$ cat src/rtl/basc_pkg.sv
// Shared encodings for the Basic Computer fetch/decode control path.
// State codes, AR load-source selects and the register/IO opcode.
package basc_pkg;

    localparam logic [2:0] ST_IDLE = 3'd0;
    localparam logic [2:0] ST_CLR  = 3'd1;
    localparam logic [2:0] ST_T0   = 3'd2;
    localparam logic [2:0] ST_T1   = 3'd3;
    localparam logic [2:0] ST_T2   = 3'd4;
    localparam logic [2:0] ST_T3   = 3'd5;
    localparam logic [2:0] ST_EXEC = 3'd6;
    localparam logic [2:0] ST_HALT = 3'd7;

    localparam logic [1:0] AR_SEL_PC  = 2'd0;
    localparam logic [1:0] AR_SEL_IR  = 2'd1;
    localparam logic [1:0] AR_SEL_MEM = 2'd2;

    localparam logic [2:0] OPC_REGIO = 3'b111;

    // Takes IR[15:12]: the indirect bit only matters for memory-reference opcodes.
    function automatic logic is_indirect(input logic [3:0] ir_hi);
        return ir_hi[3] && (ir_hi[2:0] != OPC_REGIO);
    endfunction

endpackage

$ cat src/rtl/fetch_sequencer.sv
// Fetch / decode / indirect sequencer driving AR, PC and IR commands,
// then handing each instruction to the execute unit with a timeout guard.
module fetch_sequencer
    import basc_pkg::*;
#(
    parameter int EXEC_TIMEOUT = 15
) (
    input  logic        clk,
    input  logic        rst_n,
    input  logic        start,
    input  logic        clr_on_start,
    input  logic        halt_req,
    input  logic [15:0] ir_in,
    input  logic        exec_done,
    output logic        ar_load,
    output logic        ar_inc,
    output logic        ar_clr,
    output logic [1:0]  ar_sel,
    output logic        pc_inc,
    output logic        pc_clr,
    output logic        ir_load,
    output logic        mem_rd,
    output logic        exec_start,
    output logic [2:0]  sc,
    output logic        running,
    output logic        fault
);

    localparam logic [7:0] TIMEOUT_LAST = 8'(EXEC_TIMEOUT - 1);

    logic       rst_ok_q;
    logic [2:0] state_q, state_d;
    logic [7:0] cnt_q, cnt_d;
    logic       fault_q, fault_d;
    logic       timeout_hit;

    // The address field feeds the AR datapath directly, not this controller.
    logic unused_ir_addr;
    assign unused_ir_addr = ^ir_in[11:0];

    // Release is synchronised: the first edge after rst_n rises only arms the FSM.
    always_ff @(posedge clk or negedge rst_n) begin
        if (!rst_n) begin
            rst_ok_q <= 1'b0;
            state_q  <= ST_IDLE;
            cnt_q    <= 8'd0;
            fault_q  <= 1'b0;
        end else begin
            rst_ok_q <= 1'b1;
            state_q  <= state_d;
            cnt_q    <= cnt_d;
            fault_q  <= fault_d;
        end
    end

    assign timeout_hit = (state_q == ST_EXEC) && !exec_done && (cnt_q == TIMEOUT_LAST);

    always_comb begin
        state_d = state_q;
        case (state_q)
            ST_IDLE: if (start) state_d = clr_on_start ? ST_CLR : ST_T0;
            ST_CLR:  state_d = ST_T0;
            ST_T0:   state_d = ST_T1;
            ST_T1:   state_d = ST_T2;
            ST_T2:   state_d = is_indirect(ir_in[15:12]) ? ST_T3 : ST_EXEC;
            ST_T3:   state_d = ST_EXEC;
            ST_EXEC: begin
                if (exec_done)        state_d = halt_req ? ST_HALT : ST_T0;
                else if (timeout_hit) state_d = ST_HALT;
            end
            ST_HALT: if (start) state_d = ST_T0;
            default: state_d = ST_IDLE;
        endcase
        if (!rst_ok_q) state_d = state_q;
    end

    // Counter is zero on every EXEC entry because it is held clear outside EXEC.
    always_comb begin
        cnt_d   = (state_q == ST_EXEC) ? cnt_q + 8'd1 : 8'd0;
        fault_d = fault_q | timeout_hit;
    end

    always_comb begin
        ar_load    = 1'b0;
        ar_clr     = 1'b0;
        ar_sel     = AR_SEL_PC;
        pc_inc     = 1'b0;
        pc_clr     = 1'b0;
        ir_load    = 1'b0;
        mem_rd     = 1'b0;
        exec_start = 1'b0;
        sc         = 3'd0;
        case (state_q)
            ST_CLR: begin
                ar_clr = 1'b1;
                pc_clr = 1'b1;
            end
            ST_T0: begin
                ar_load = 1'b1;
                ar_sel  = AR_SEL_PC;
            end
            ST_T1: begin
                mem_rd  = 1'b1;
                ir_load = 1'b1;
                pc_inc  = 1'b1;
                sc      = 3'd1;
            end
            ST_T2: begin
                ar_load = 1'b1;
                ar_sel  = AR_SEL_IR;
                sc      = 3'd2;
            end
            ST_T3: begin
                mem_rd  = 1'b1;
                ar_load = 1'b1;
                ar_sel  = AR_SEL_MEM;
                sc      = 3'd3;
            end
            ST_EXEC: begin
                exec_start = (cnt_q == 8'd0);
                sc         = 3'd4;
            end
            default: ;
        endcase
    end

    // The AR register reads load&inc as a zero load, so increment is never issued.
    assign ar_inc  = 1'b0;
    assign running = (state_q != ST_IDLE) && (state_q != ST_HALT);
    assign fault   = fault_q;

endmodule

$ cat config.mk
export PLATFORM = sky130hd
export DESIGN_NAME = fetch_sequencer
export DESIGN_NICKNAME = d
export VERILOG_FILES = /design/src/rtl/basc_pkg.sv /design/src/rtl/fetch_sequencer.sv
export SDC_FILE = /design/constraint.sdc
export NUM_CORES = 1
export LEC_CHECK = 0
export CORE_MARGIN = 2
export CORE_UTILIZATION = 25
export CTS_BUF_LIST = sky130_fd_sc_hd__clkbuf_8 sky130_fd_sc_hd__clkbuf_16
export DETAILED_ROUTE_END_ITERATION = 10
export PLACE_DENSITY = 0.58
export SETUP_SLACK_MARGIN = 0.02
export SLEW_MARGIN = 20
export SYNTH_ARGS = -nofsm -noshare
export SYNTH_HDL_FRONTEND = slang
export SYNTH_SLANG_ARGS = --single-unit
$ cat constraint.sdc
create_clock -name clk -period 1.68 [get_ports clk]
set_input_delay 0.336 -clock clk [delete_from_list [all_inputs] [get_ports clk]]
set_output_delay 0.336 -clock clk [all_outputs]
set_load 0.005 [all_outputs]
# [Word-level counts from Yosys, hierarchy flattened]
# Index checks and enable logic that the tools add are counted.
[totals] input_bits=22 wordCells=46 ff_bits=13 output_inout_bits=15
[op_classes] n_reduce_logical=11 eq_ne=13 bitwise=1 addsub=1 muxes=16
[ops] op="3-bit one-hot mux with 8 select lines" count=1
[ops] op="3-bit two-way mux" count=5
[ops] op="3-bit equality test (second input constant)" count=4
[ops] op="3-bit one-hot mux with 4 select lines" count=1
[ops] op="3-bit inequality test (second input constant)" count=3
[ops] op="8-bit by 1-bit adder with 8-bit output (second input constant)" count=1
[ops] op="8-bit by 4-bit equality test with 1-bit output (second input constant)" count=1
[ops] op="8-bit logical NOT" count=1
[ops] op="8-bit two-way mux" count=1
[ops] op="3-bit by 2-bit equality test with 1-bit output (second input constant)" count=2
[ops] op="1-bit two-way mux" count=5
[ops] op="1-bit logical AND" count=4
[ops] op="2-bit two-way mux" count=2
[ops] op="2-bit inequality test (second input constant)" count=2
[ops] op="2-bit one-hot mux with 2 select lines" count=1
[ops] op="4-bit AND reduction" count=1
[ops] op="3-bit by 1-bit equality test with 1-bit output (second input constant)" count=1
[ops] op="3-bit logical NOT" count=1
[ops] op="3-bit nonzero test" count=1
[ops] op="3-bit OR reduction" count=1
[ops] op="2-bit OR reduction" count=1
[ops] op="1-bit logical NOT" count=1
[ops] op="1-bit OR" count=1

# [Longest topological paths before layout]
[depth] depth_word=6 depth_mapped=6

# [Least setup slack after synthesis]
# OpenSTA, ideal clock, no wires.
[synth_timing] path_kind="reg2reg" start="register state_q[1]" end="register state_q[0]" t_arrival_ps=1455 synth_period_minus_slack_ps=1580 required_time_ps=1555 slack_ps=100 path_stages_with_launch=6 path_buffers=1 path_cell_list="dfrtp_1 -> buf_6 -> or4_4 -> o311ai_4 -> nor2_2 -> mux2_4"
[synth_between] elab_chain_len=5 word_cells_on_any_way=15 classes_between="10 x eq/ne; 1 x mux; 4 x reduce/logical"
[synth_lines] item="start, declared" line_no="fetch_sequencer.sv:32" rtl="logic [2:0] state_q, state_d;"
[synth_lines] item="start signal, assigned" line_no="fetch_sequencer.sv:50" rtl="state_q <= state_d;"
[synth_lines] item="3-bit equality test" line_no="fetch_sequencer.sv:56, fetch_sequencer.sv:60"
[synth_lines] item="1-bit logical AND (2 in a row)" line_no="fetch_sequencer.sv:56" rtl="assign timeout_hit = (state_q == ST_EXEC) && !exec_done && (cnt_q == TIMEOUT_LAST);"
[synth_lines] item="3-bit inequality test (no source line)"
[synth_lines] item="4-bit AND reduction (no source line)"
# Several ways; a longest one is shown, not always the timed one.
# A chain may end at the register's enable or synchronous reset.

# [Worst setup path in the final report]
[layout_timing] start="register cnt_q[7]" end="output port exec_start"
[layout_between] elab_chain_len=2
[layout_lines] item="start, declared" line_no="fetch_sequencer.sv:33" rtl="logic [7:0] cnt_q, cnt_d;"
[layout_lines] item="start signal, assigned" line_no="fetch_sequencer.sv:51" rtl="cnt_q <= cnt_d;"
[layout_lines] item="8-bit logical NOT" line_no="fetch_sequencer.sv:120" rtl="exec_start = (cnt_q == 8'd0);"
[layout_lines] item="1-bit two-way mux" line_no="fetch_sequencer.sv:93" rtl="case (state_q)"
[layout_lines] item="end, declared" line_no="fetch_sequencer.sv:23" rtl="output logic exec_start,"
# No other way between the ends.

==> results.sh <==
export IMPL_total_power_mw=2.222
export IMPL_yosysSeqAreaShare_pct=39.69
export IMPL_die_area_um2=3752
export IMPL_clk_latency_ps=250
export IMPL_dp_cells=173
export IMPL_cts_buffers=3
export IMPL_io_buffer_count=23
export IMPL_cp_start_kind="register"
export IMPL_h_tree_depth=1
export IMPL_cts_root_buf="clkbuf_8"
export IMPL_synth_area_um2=819.5
export IMPL_ys_top_cells_by_area="dfrtp_1 40%, xor2_1 5.3%, ha_1 4.6%"
export IMPL_critical_path_max_fanout=2
export IMPL_slew_viol_final=0
export IMPL_setup_slack_ps=-133.0
export IMPL_area_growth_pct=76.79
export IMPL_synth_largest_area_cell="dfrtp_1"
export IMPL_power_density_nw_per_um2=1534
export IMPL_initial_utilization_pct=26.63
export IMPL_p_leak_nw=0.7057
export IMPL_r2r_end="state_q[0]$_DFFE_PN0P_"
export IMPL_die_h_um=61.26
export IMPL_r2r_cells=6
export IMPL_synth_top_area_share_pct=39.69
export IMPL_drv_cap=0
export IMPL_cts_sinks=13
export IMPL_routed_wl_mm=2.181
export IMPL_critPathCaptureType="output pin"
export IMPL_drc=0
export IMPL_regToRegSetupSlack_ps=-80
export IMPL_grt_usage_pct=13.15
export IMPL_syn_nets=114
export IMPL_drt_pass1_iterations=3
export IMPL_ctsHoldBuffers=0
export IMPL_hp_class="primary input to async pin"
export IMPL_synth_cells=89
export IMPL_status="finished with violations"
export IMPL_path_class="register to output pin"
export IMPL_grt_pass1_wl_mm=3.512
export IMPL_dp_hpwl_mm=1.566
export IMPL_hold_viol_final=0
export IMPL_ys_flop_type="dfrtp_1"
export IMPL_die_w_um=61.26
export IMPL_fin_nets=170
export IMPL_gr_total_overflow=0
export IMPL_post_drt_wl_per_cell_um=11.60
export IMPL_yosys_warnings=0
export IMPL_drt_iter0_drc=15
export IMPL_nFillCells=316
export IMPL_rr_startpoint="state_q[2]$_DFFE_PN0P_"
export IMPL_violations="negative setup slack"
export IMPL_gp_congestion=0.7564
export IMPL_critPathArrivalTime_ps=1480
export IMPL_post_route_period_util_pct=107.9
export IMPL_fin_skew_ps=0.9795
export IMPL_avgSynthCellArea_um2=9.208
export IMPL_synth_edf_count=0
export IMPL_fin_crit_ps=1813
export IMPL_fmax_mhz=551.6
export IMPL_grt_max_degree=14
export IMPL_ir_drop_v=0.0005496
export IMPL_setup_tns_ps=-331.3
export IMPL_ys_async_sr_fraction_pct=100.0
export IMPL_required_ps=1340
export IMPL_path_clk_slew_ps=60
export IMPL_antenna_found_initial=0
export IMPL_cts_tree="built"
export IMPL_ys_types=37
export IMPL_diodes=0
export IMPL_vias=811
export IMPL_grt_pass1_vias=830
export IMPL_timing_hold_ws_ps=402.6
export IMPL_ys_seq_elements=13
export IMPL_core_area_um2=3078
export IMPL_clock_path_buffers=2
export IMPL_drtAntennaViolNets=0
export IMPL_row_count=20
export IMPL_fin_cells=188
export IMPL_finalSetupViolCount=6
export IMPL_rsz0062_at_grt="true"
export IMPL_via_per_inst=4.314
export IMPL_drive_gt1_share_pct=50.00
export IMPL_ios=37
export IMPL_dp_slack_ps=-352.9
metal layers:
metal,share of wire [%],global-route usage [%]
met2,53,23.56
met5,0,0
met4,1.4,6.211
met1,39,13.75
met3,6.5,4.412
cell usage after synthesis (2+ instances only):
| cell | count |
|---|---|
| dfrtp_1 | 13 |
| nor2_1 | 9 |
| inv_1 | 8 |
| nand2_1 | 7 |
| xor2_1 | 5 |
| and2_1 | 3 |
| buf_4 | 3 |
| ha_1 | 3 |
| nand3_1 | 3 |
| and3_1 | 2 |
| clkbuf_1 | 2 |
| conb_1 | 2 |
| nand4_1 | 2 |
| nor2b_1 | 2 |
| o21bai_1 | 2 |
| or2_2 | 2 |
cells by family (layout without fill, tap and decap cells):
group	count (synthesis)	after routing	synth area share [%]
AOI/OAI and AO/OA	11	11	12.21
xor gates and xnor gates	6	6	6.412
adders and majority gates	3	3	4.581
buffers and inverters	15	70	9.313
DFF	13	13	39.69
muxes	2	2	3.053
other	2	2	0.9164
and+or+nand+nor	37	37	23.82
cells in the final DEF (no fill, tap or decap), types with 2 or more instances in the layout:
master,Yosys,final
buf_4,3,28
dfrtp_1,13,12
buf_6,1,11
clkdlybuf4s50_1,0,10
nor2_1,9,8
xor2_1,5,5
nand2_1,7,5
inv_1,8,4
inv_2,0,3
ha_1,3,3
clkbuf_8,0,3
clkbuf_2,0,3
buf_2,1,3
nand2_2,0,2
or2_4,0,2
and2_1,3,2
nand4_1,2,2
nand3_1,3,2
nor2b_1,2,2
o21bai_1,2,2
conb_1,2,2
clkdlybuf4s15_1,0,2
worst max-delay path by stage:
stage                                  end  cells after the start                    from
floorplan           state_q[0]$_DFFE_PN0P_                      5  state_q[1]$_DFFE_PN0P_
global placement                exec_start                      4      cnt_q[4]$_DFF_PN0_
detailed placement              exec_start                      4      cnt_q[5]$_DFF_PN0_
CTS                                 mem_rd                      6  state_q[2]$_DFFE_PN0P_
global route                    exec_start                      4      cnt_q[7]$_DFF_PN0_
finish                          exec_start                      4      cnt_q[7]$_DFF_PN0_
power by group:
| group | total (mW) | internal, mW | switching, mW | leakage [nW] |
|---|---|---|---|---|
| registers | 0.423 | 0.374 | 0.0498 | 0.164 |
| clock network | 0.284 | 0.164 | 0.119 | 0.0255 |
| logic | 1.52 | 0.893 | 0.623 | 0.517 |
worst max-delay path, stage by stage, from the launching register on:
cell	delay, ps
dfrtp_1	410
nor4_4	350
nand2_2	100
nor4b_2	240
buf_2	140
flip-flops by register name (all words and copies together) (netlist names):
name      flops
fault         1
cnt_q         8
rst_ok_q      1
state_q       3
timing repair:
action | in CTS | in global routing
buffers inserted | 7 | 5
resized for setup | 31 | 44
gates cloned | 0 | 0
setup endpoints to repair | 14 | 11
pin swaps | 6 | 8
layout make-up:
type | count | area (µm²) | share of cell area (%)
well taps | 44 | 55.05 | 3.800
multi-input cells | 61 | 495.5 | 34.20
clock buffers | 3 | 41.29 | 2.850
repair buffers | 58 | 493.0 | 34.02
flip-flops and latches | 13 | 326.6 | 22.54
clock inverters | 1 | 5.005 | 0.3454
inverters | 8 | 32.53 | 2.245
per-stage QoR:
step           util, %  instance area [µm²]
5_1_grt          47.07                 1449
4_1_cts          44.15                 1359
2_1_floorplan        -                819.5
3_3_place_gp     40.24                 1239
6_report         47.07                 1449
3_5_place_dp     40.24                 1239
(Power assumes the default switching activity.)
